`config.mk`:
```
export PLATFORM = sky130hd
export DESIGN_NAME = mult_pipe_sv
export DESIGN_NICKNAME = d
export VERILOG_FILES = /design/src/rtl/mult_pipe_sv.sv
export SDC_FILE = /design/constraint.sdc
export NUM_CORES = 1
export LEC_CHECK = 0
export ABC_AREA = 1
export CORE_ASPECT_RATIO = 2
export CORE_MARGIN = 2
export CORE_UTILIZATION = 30
export DETAILED_ROUTE_END_ITERATION = 16
export GPL_ROUTABILITY_DRIVEN = 0
export PLACE_DENSITY = 0.5
export SETUP_SLACK_MARGIN = 0.2
export SLEW_MARGIN = 5
export SYNTH_ARGS = -nofsm -noshare
export SYNTH_HDL_FRONTEND = slang
export SYNTH_SLANG_ARGS = --single-unit
```
`constraint.sdc`:
```
create_clock -name C -period 5.86 [get_ports C]
set_clock_uncertainty 0.2 [all_clocks]
set_input_delay 0.586 -clock C [delete_from_list [all_inputs] [get_ports C]]
set_output_delay 0.586 -clock C [all_outputs]
set_load 0.02 [all_outputs]
```
`src/rtl/mult_pipe_sv.sv`:
```
// Pipelined WA x WB multiplier with per-operand signed/unsigned mode.
// Define MULT_PIPE_ACC_EN to turn the output register into an accumulator.
module mult_pipe_sv #(
  parameter int WA      = 18,
  parameter int WB      = 18,
  parameter int LATENCY = 3,
  parameter int GUARD   = 8,
`ifdef MULT_PIPE_ACC_EN
  localparam int PW     = WA + WB + GUARD
`else
  localparam int PW     = WA + WB
`endif
) (
  input  logic          C,
  input  logic          R,
  input  logic          CE,
  input  logic          IN_VALID,
  input  logic [WA-1:0] A,
  input  logic [WB-1:0] B,
  input  logic          A_SIGNED,
  input  logic          B_SIGNED,
`ifdef MULT_PIPE_ACC_EN
  input  logic          ACC_CLR,
`endif
  output logic          OUT_VALID,
  output logic [PW-1:0] P
);

  localparam int EA = WA + 1;
  localparam int EB = WB + 1;
  localparam int FW = EA + EB;
  localparam int D  = LATENCY - 1;

  if (LATENCY < 1) begin : g_bad_latency
    $error("mult_pipe_sv: LATENCY must be >= 1");
  end
  if (WA < 2 || WB < 2) begin : g_bad_width
    $error("mult_pipe_sv: WA and WB must be >= 2");
  end
  if (GUARD < 0) begin : g_bad_guard
    $error("mult_pipe_sv: GUARD must be >= 0");
  end

  logic signed [EA-1:0] in_a;
  logic signed [EB-1:0] in_b;
  logic signed [EA-1:0] la;
  logic signed [EB-1:0] lb;
  logic                 lv;
`ifdef MULT_PIPE_ACC_EN
  logic                 lc;
`endif

  // Mode bits are folded into the operands here, so they travel with them
  assign in_a = {A_SIGNED & A[WA-1], A};
  assign in_b = {B_SIGNED & B[WB-1], B};

  if (D > 0) begin : g_pipe
    logic                 v  [D];
    logic signed [EA-1:0] sa [D];
    logic signed [EB-1:0] sb [D];
`ifdef MULT_PIPE_ACC_EN
    logic                 c  [D];
`endif

    // Operand shift chain; data regs load only behind a valid bit
    always_ff @(posedge C) begin
      if (R) begin
        for (int i = 0; i < D; i++) begin
          v[i]  <= 1'b0;
          sa[i] <= '0;
          sb[i] <= '0;
`ifdef MULT_PIPE_ACC_EN
          c[i]  <= 1'b0;
`endif
        end
      end else if (CE) begin
        v[0] <= IN_VALID;
        if (IN_VALID) begin
          sa[0] <= in_a;
          sb[0] <= in_b;
`ifdef MULT_PIPE_ACC_EN
          c[0]  <= ACC_CLR;
`endif
        end
        for (int i = 1; i < D; i++) begin
          v[i] <= v[i-1];
          if (v[i-1]) begin
            sa[i] <= sa[i-1];
            sb[i] <= sb[i-1];
`ifdef MULT_PIPE_ACC_EN
            c[i]  <= c[i-1];
`endif
          end
        end
      end
    end

    assign lv = v[D-1];
    assign la = sa[D-1];
    assign lb = sb[D-1];
`ifdef MULT_PIPE_ACC_EN
    assign lc = c[D-1];
`endif
  end else begin : g_direct
    assign lv = IN_VALID;
    assign la = in_a;
    assign lb = in_b;
`ifdef MULT_PIPE_ACC_EN
    assign lc = ACC_CLR;
`endif
  end

`ifdef MULT_PIPE_ACC_EN
  logic [PW-1:0] addend;

  // Exact signed product, sign-extended (or truncated) to the accumulator
  assign addend = PW'(FW'(la) * FW'(lb));

  // Accumulator register doubles as the output register
  always_ff @(posedge C) begin
    if (R) begin
      OUT_VALID <= 1'b0;
      P         <= '0;
    end else if (CE) begin
      OUT_VALID <= lv;
      if (lv) begin
        P <= lc ? addend : P + addend;
      end
    end
  end
`else
  logic [PW-1:0] prod;

  // Low WA+WB bits of the extended signed product are exact
  assign prod = PW'(FW'(la) * FW'(lb));

  // Output register holds the last result between valid cycles
  always_ff @(posedge C) begin
    if (R) begin
      OUT_VALID <= 1'b0;
      P         <= '0;
    end else if (CE) begin
      OUT_VALID <= lv;
      if (lv) begin
        P <= prod;
      end
    end
  end
`endif

endmodule

```
Yosys cells after proc, flatten, opt, wreduce, memory -nomap -nowiden:

Memories as Yosys holds them, arrays and structs flattened.
Cells that the tools add are included.

* $lt $le $gt $ge: 0
* divide/modulo/power cells: 0
* muxes and demuxes: 19
* equality and inequality tests: 0
* bitwise gates (word level): 8
* reductions and logical operators: 1
* add/subtract/negate cells: 0
* $mul: 1
* shift operators: 0

Operators with widths (count)
* 2-to-1 mux 19 bit: 4
* multiplier 19 x 19 -> 36 bit: 1
* 2-to-1 mux 1 bit: 15
* OR 1 bit: 6
* bitwise AND 1 bit: 2
* AND reduction 2 bit: 1

* input bits: 42
* memory bits (read-only): 0
* latch bits: 0
* logic and storage cells: 34
* output and inout port bits: 37
* memories: 3
* flip-flop bits (word level): 37
* bits in writable memories: 78

Memory list
* g_pipe.sa: words 2, bits a word 19, rd ports 2, clocked after Yosys merged registers in 0, wr ports 2, RTL line 59 `logic signed [EA-1:0] sa [D];`
* g_pipe.sb: words 2, bits a word 19, rd ports 2, clocked after Yosys merged registers in 0, wr ports 2, RTL line 60 `logic signed [EB-1:0] sb [D];`
* g_pipe.v: words 2, bits a word 1, rd ports 2, clocked after Yosys merged registers in 0, wr ports 2, RTL line 58 `logic v [D];`

Logic depth before layout (Yosys ltp):

Gate-level depths: netlist (run 1).

* word-level depth: 5
* gate-level depth with buffers: 31
* depth with buffers taken out: 29

Worst setup path after synthesis (run 1):

OpenSTA, ideal clock, no wires.

* path type: reg2reg
* start point: memory g_pipe.sb[0][21] in the netlist's numbering
* end point: register P[29]
* setup time: 0.115 ns
* period minus slack after synthesis: 6.186 ns
* required time: 5.545 ns
* arrival time: 5.871 ns
* path buffers: 2
* path slack: -0.326 ns
* stages on the path, launching flop included: 22
* path through: edfxtp_1 clkbuf_1 buf_1 nand2_1 fa_1 fa_1 fa_1 inv_1 fa_1 fa_1 fa_1 ha_1 ha_1 nand2_1 nor2_1 inv_1 nor2_1 nand3_1 o211ai_1 nor2_1 o21ai_0 inv_1

RTL lines
* start, declared: RTL line 60
* end signal, assigned: RTL line 145 `P <= prod;`
* end, declared: RTL line 26 `output logic [PW-1:0] P`

==> impl_metrics.json, run 1 <==
{
  "status": "complete, but fails checks",
  "violations": "setup timing",
  "synth_area_leaders": "fa_1, inv_1, edfxtp_1, nand2_1, ha_1",
  "htree_num_levels": 4,
  "drv_slew": 0,
  "maxUsedRoutingLayer": "met4",
  "crit_required_ns": 6.04,
  "wl_met2_um": 34700,
  "crit_fanout": 6,
  "fin_crit_ns": 6.05,
  "initial_core_util_pct": 30.2,
  "cts_hold_buffers": 0,
  "met1_length_um": 18200,
  "synth_top_cell_by_area": "fa_1",
  "drcViolationCount": 0,
  "hold_viol_final": 0,
  "antenna_found_initial": 0,
  "area_growth_pct": 34.5,
  "grt_pass1_wl_um": 90900,
  "hpwl_um": 49600,
  "yosys_warnings": 0,
  "routedWlPerCell_um": 17.9,
  "hold_class": "flip-flop to flip-flop",
  "grt_pass1_vias": 16797,
  "clock_latency_ns": 0.50,
  "dp_slack_ns": -0.682,
  "final_cell_area_sq_um": 24700,
  "rsz0062_at_grt": "true",
  "avgViaCountPerCell": 4.54,
  "core_area_sq_um": 60700,
  "clock-sinks": 115,
  "io_pins": 79,
  "fmax_mhz": 165,
  "worst_setup_path_start_kind": "flip-flop",
  "worst_pin_slew_ns": 0.820,
  "cp.arrival_ns": 6.23,
  "cap_violations": 0,
  "relSlewSlack_pct": 45.3,
  "diodes": 0,
  "dieArea_sq_um": 63300,
  "place_area_sq_um": 21800,
  "ys_seq_area_share_pct": 16.8,
  "tns_ns": -2.62,
  "drive_gt1_share_pct": 24.3,
  "syn_area_per_cell_sq_um": 8.09,
  "syn_nets": 2772,
  "routed_wl_um": 59800,
  "cts.clk_slew.worst_paths_ns": 0.05,
  "end_kind": "flip-flop",
  "fin_ws_ns": -0.190,
  "vias": 15206,
  "portBuffers": 78,
  "setup.worst_path.class": "flip-flop to flip-flop",
  "grt_max_degree": 77,
  "setup_violations": 19,
  "synth_cells": 2267,
  "synth_area_sq_um": 18300,
  "num-fill-cells": 5968,
  "die_w_um": 179,
  "cts_tree": "done",
  "ys_ff_latch": 115,
  "cts-root-buf": "clkbuf_16",
  "firstDrtPassIters": 4,
  "rows": 128,
  "nets": 3068,
  "die_y_um": 354,
  "synth.top_cell.area_share_pct": 38.7,
  "period_share_pct": 103,
  "hold_ws_ns": 0.281,
  "cts_buffer_depth": 3,
  "drtIter0Drc": 578,
  "grt_usage_pct": 19.3,
  "cts_buffers": 25,
  "met3WireLength_um": 1800,
  "synth.distinct_cells": 38,
  "grt_overflow": 0,
  "postRouteAntennaNets": 0
}
-- state kept, by name (all words and copies together), names as in the netlist --
signal	cells
OUT_VALID	1
g_pipe.sb	38
g_pipe.v	2
g_pipe.sa	38
P	36
-- critical path, cell delays in order (launching register included) --
cell      delay [ns]
edfxtp_1        0.37
buf_6           0.16
buf_12          0.15
buf_4           0.15
nand2_1         0.06
inv_1           0.05
fa_1            0.51
fa_1            0.59
fa_2            0.50
fa_2            0.63
fa_1            0.42
inv_1           0.09
fa_1            0.41
inv_1           0.10
ha_4            0.21
ha_4            0.29
nand2_2         0.09
nor2_4          0.13
inv_2           0.07
nor2_2          0.14
nand3_1         0.08
o211ai_1        0.25
nor2_1          0.09
o21ai_1         0.14
inv_1           0.05
-- kinds of logic (layout without fill, tap and decap cells) --
logic type	count (synthesis)	in the layout	share of synthesized area, %
xor gates and xnor gates	15	15	0.716
and+or+nand+nor	757	757	16.3
AOI/OAI and AO/OA	108	108	3.25
adders and majority gates	463	463	46.1
buffers and inverters	809	1110	16.8
DFF	115	115	16.8
-- path summary, 6_finish.rpt --
check | from | end | slack [ns] | cells past startpoint
hold / removal | P[0]$_SDFFE_PP0P_ | P[0]$_SDFFE_PP0P_ | 0.28 | 2
setup / recovery | g_pipe.sa[0][30]$_SDFFCE_PN0P_ | P[29]$_SDFFE_PP0P_ | -0.19 | 24
hold reg to reg | P[0]$_SDFFE_PP0P_ | P[0]$_SDFFE_PP0P_ | 0.28 | 2
setup reg to reg | g_pipe.sa[0][30]$_SDFFCE_PN0P_ | P[29]$_SDFFE_PP0P_ | -0.19 | 24
-- placed cells by master, fill, tap and decap left out, types with 17 or more instances in the layout --
cell	Yosys	layout
clkdlybuf4s50_1	0	78
buf_4	0	217
nor2_2	3	18
nand2_4	0	18
inv_1	714	671
inv_2	1	40
nand3_1	45	33
o21ai_1	5	19
fa_2	0	53
edfxtp_1	78	78
buf_12	0	26
a21oi_2	1	17
fa_1	355	302
nand2_1	524	470
ha_1	108	56
ha_4	0	50
clkbuf_16	0	27
nor2_1	151	124
dfxtp_1	37	37
buf_6	1	34
nand2_2	4	40
-- stage by stage --
step / utilization (%) / cells
floorplan: - / 2267
global placement: 35.9 / 3250
detailed placement: 35.9 / 3250
CTS: 38.7 / 3312
global route: 40.6 / 3348
finish: 40.6 / 3348
-- what timing repair did --
action	in CTS	in global routing
setup buffers	30	34
resized for setup	200	222
pin swaps	57	133
cloned	0	2
endpoints found under the setup margin	25	28
-- layer usage --
metal  global-route usage (%)  vias to the layer above
li1                         -                     6996
met3                     2.01                      200
met5                        0                        -
met1                     17.7                     7625
met4                     12.9                        0
met2                     38.4                      385
-- layout make-up --
class                      instances  area (sq um)  area share, %
multi-input combinational       1343         13800           56.0
timing repair buffer             362          3440           13.9
sequential                       115          3080           12.5
inverter                         716          2700           10.9
tap                              780           976           3.96
clock buffer                      27           643           2.61
clock inverter                     5          21.3         0.0862
-- cell usage after synthesis, drive strengths merged --
master / number
inv: 715
edfxtp: 78
a31oi: 2
xnor2: 5
nor3: 5
a21o: 3
nor4: 1
xor2: 10
nand4: 13
o21a: 1
clkbuf: 57
o211ai: 6
dfxtp: 37
nand2: 528
a31o: 1
buf: 36
a21boi: 3
a21oi: 39
o21bai: 5
and2: 1
fa: 355
clkinv: 1
nor2: 154
o21ai: 48
or2: 7
and3: 1
nand3: 47
ha: 108
Power of run 1 is left out: the tool's default activity adds up to more than one toggle a clock period on the data nets, which glitch-free logic cannot reach.
==> run 2, diff against run 1 <==
--- a/config.mk
+++ b/config.mk
@@ -7,7 +7,6 @@
 export LEC_CHECK = 0
 export ABC_AREA = 1
 export CORE_ASPECT_RATIO = 2
-export CORE_MARGIN = 2
 export CORE_UTILIZATION = 30
 export DETAILED_ROUTE_END_ITERATION = 16
 export GPL_ROUTABILITY_DRIVEN = 0
==> run 2 against run 1 <==
  * The run still ends with setup timing left
  * Register-to-register slack barely moved
  * Flip-flop and latch count stayed put
  * Utilization down 0.052 points
  * First-iteration DRC count shrank 1.7%
  * Worst hold slack lost 0.0091 ns
  * Routed wire length decreased by 8.2%
  * Critical path type unchanged
  * Largest cell class unchanged
==> impl_metrics.json, run 2 (synthesis results as in run 1) <==
{
  "avgViaCountPerCell": 4.46,
  "firstDrtPassIters": 5,
  "area_growth_pct": 33.3,
  "hold_viol_final": 0,
  "critPathTopFamily": "adder cells",
  "vias": 14840,
  "nets": 3055,
  "final_cell_mix": "inv_1, nand2_1, fa_1, buf_4, nor2_1",
  "layout_commonest_cell": "inv_1",
  "slowest_delay_ns": 0.64,
  "worst_setup_path_start_kind": "flip-flop",
  "grt_pass1_wl_um": 87600,
  "fin_util_pct": 40.6,
  "routed_wl_um": 54900,
  "reg2reg_from": "g_pipe.sa[0][37]$_SDFFCE_PN0P_",
  "drive_gt1_share_pct": 22.5,
  "die_y_um": 352,
  "clock_latency_ns": 0.50,
  "grt_max_degree": 39,
  "reg2reg_depth": 22,
  "whs_path_depth": 2,
  "setup.worst_path.class": "flip-flop to flip-flop",
  "drtIter0Drc": 568,
  "reg2reg_slack_ns": -0.20,
  "violations": "setup timing",
  "initial_core_util_pct": 30.5,
  "relSlewSlack_pct": 46.7,
  "fin_ws_ns": -0.204,
  "grt_pass1_vias": 16587,
  "cts_buffers": 25,
  "status": "complete, but fails checks",
  "rsz0062_at_grt": "true",
  "setup_violations": 20,
  "worstPathCellList": "buf_12 -> buf_4 -> nand2_2 -> buf_4 -> fa_1 -> fa_1 -> fa_1 -> inv_1 -> fa_1 -> fa_1 -> fa_2 -> ha_4 -> ha_4 -> nand2_1 -> o21ai_2 -> a21oi_2 -> buf_4 -> buf_4 -> a31o_1 -> nand3_1 -> nand2_1 -> inv_1",
  "crit_required_ns": 6.09,
  "cts_buffer_depth": 3,
  "antenna_found_initial": 0,
  "final_cell_area_sq_um": 24400,
  "crit_top_cell": "fa_1",
  "crit_fanout": 6,
  "rows": 127,
  "tns_ns": -2.12,
  "hold_class": "flip-flop to flip-flop",
  "dieArea_sq_um": 62200,
  "htree_num_levels": 4,
  "worst_hold_path.endpoint": "P[0]$_SDFFE_PP0P_",
  "drcViolationCount": 0,
  "hpwl_um": 46000,
  "cp.arrival_ns": 6.30,
  "cts.clk_slew.worst_paths_ns": 0.06,
  "place_area_sq_um": 21700,
  "largest_registers": "g_pipe.sa (38), g_pipe.sb (38), P (36)",
  "worst_pin_slew_ns": 0.798,
  "core_area_sq_um": 60200,
  "register_area_sq_um": 3080,
  "postRouteAntennaNets": 0,
  "cts_tree": "done",
  "crit_buf_inv": 7,
  "grt_overflow": 0,
  "min_from": "P[0]$_SDFFE_PP0P_",
  "grt_usage_pct": 18.8,
  "hold_ws_ns": 0.271,
  "cts_hold_buffers": 0,
  "cts-root-buf": "clkbuf_16",
  "routedWlPerCell_um": 16.5,
  "drv_slew": 0,
  "diodes": 0,
  "die_w_um": 177,
  "multi_input_area_sq_um": 13700,
  "portBuffers": 78,
  "num-fill-cells": 5880,
  "period_share_pct": 103,
  "cap_violations": 0,
  "fmax_mhz": 165,
  "rr_endpoint": "P[26]$_SDFFE_PP0P_",
  "slowest_stage": "fa_2",
  "clock-sinks": 115,
  "io_pins": 79,
  "fin_crit_ns": 6.06,
  "end_kind": "flip-flop"
}
run 2: cell count changes in the layout (fill, tap and decap cells not counted), moves of 4 or more:
cell,previous run,this run
inv_2,40,35
nor2_4,12,16
fa_1,302,317
nand2_2,40,32
fa_2,53,38
inv_1,671,677
buf_4,217,207
nor2_2,18,12
nand2_1,470,480
run 2: worst max-delay path by stage:
stage | depth (start not counted) | end | start
6_report | 22 | P[26]$_SDFFE_PP0P_ | g_pipe.sa[0][37]$_SDFFCE_PN0P_
5_1_grt | 23 | P[25]$_SDFFE_PP0P_ | g_pipe.sa[0][37]$_SDFFCE_PN0P_
4_1_cts | 25 | P[23]$_SDFFE_PP0P_ | g_pipe.sa[0][28]$_SDFFCE_PN0P_
3_5_place_dp | 23 | P[34]$_SDFFE_PP0P_ | g_pipe.sb[0][24]$_SDFFCE_PN0P_
3_3_place_gp | 21 | P[26]$_SDFFE_PP0P_ | g_pipe.sb[0][24]$_SDFFCE_PN0P_
2_1_floorplan | 23 | P[29]$_SDFFE_PP0P_ | g_pipe.sb[0][25]$_SDFFCE_PN0P_
run 2: worst reg2reg max path, stage by stage, from the launching register on:
cell	delay (ns)
edfxtp_1	0.42
buf_12	0.16
buf_4	0.15
nand2_2	0.09
buf_4	0.12
fa_1	0.47
fa_1	0.49
fa_1	0.54
inv_1	0.06
fa_1	0.52
fa_1	0.53
fa_2	0.64
ha_4	0.23
ha_4	0.29
nand2_1	0.12
o21ai_2	0.21
a21oi_2	0.06
buf_4	0.15
buf_4	0.13
a31o_1	0.20
nand3_1	0.10
nand2_1	0.08
inv_1	0.05
run 2: layout make-up:
class,instances,share of cell area [%]
clock buffers,26,2.57
multi-input cells,1343,56.1
clock inverters,6,0.0921
inverters,716,11.0
well taps,774,3.96
flip-flops and latches,115,12.6
repair buffers,349,13.6
run 2: repair_timing:
item | 4_1_cts | 5_1_grt
cloned | 1 | 0
hold endpoints to repair | 0 | 0
pin swaps | 101 | 64
gates resized for setup | 272 | 100
endpoints found under the setup margin | 26 | 28
buffers inserted | 44 | 12
run 2: through the flow:
step / instances / worst slack (ns)
after global routing: 3329 / -0.382
after CTS: 3317 / -0.221
after detailed placement: 3240 / -0.534
after global placement: 3240 / -0.505
final: 3329 / -0.204
after floorplan: 2267 / 0.182
run 2: layer usage:
metal / global-route usage (%) / routed length, um
met5: 0 / 0
met4: 10.8 / 2960
met3: 1.54 / 1280
met2: 37.5 / 31900
met1: 18.4 / 18700
Power of run 2 is left out for the same reason.
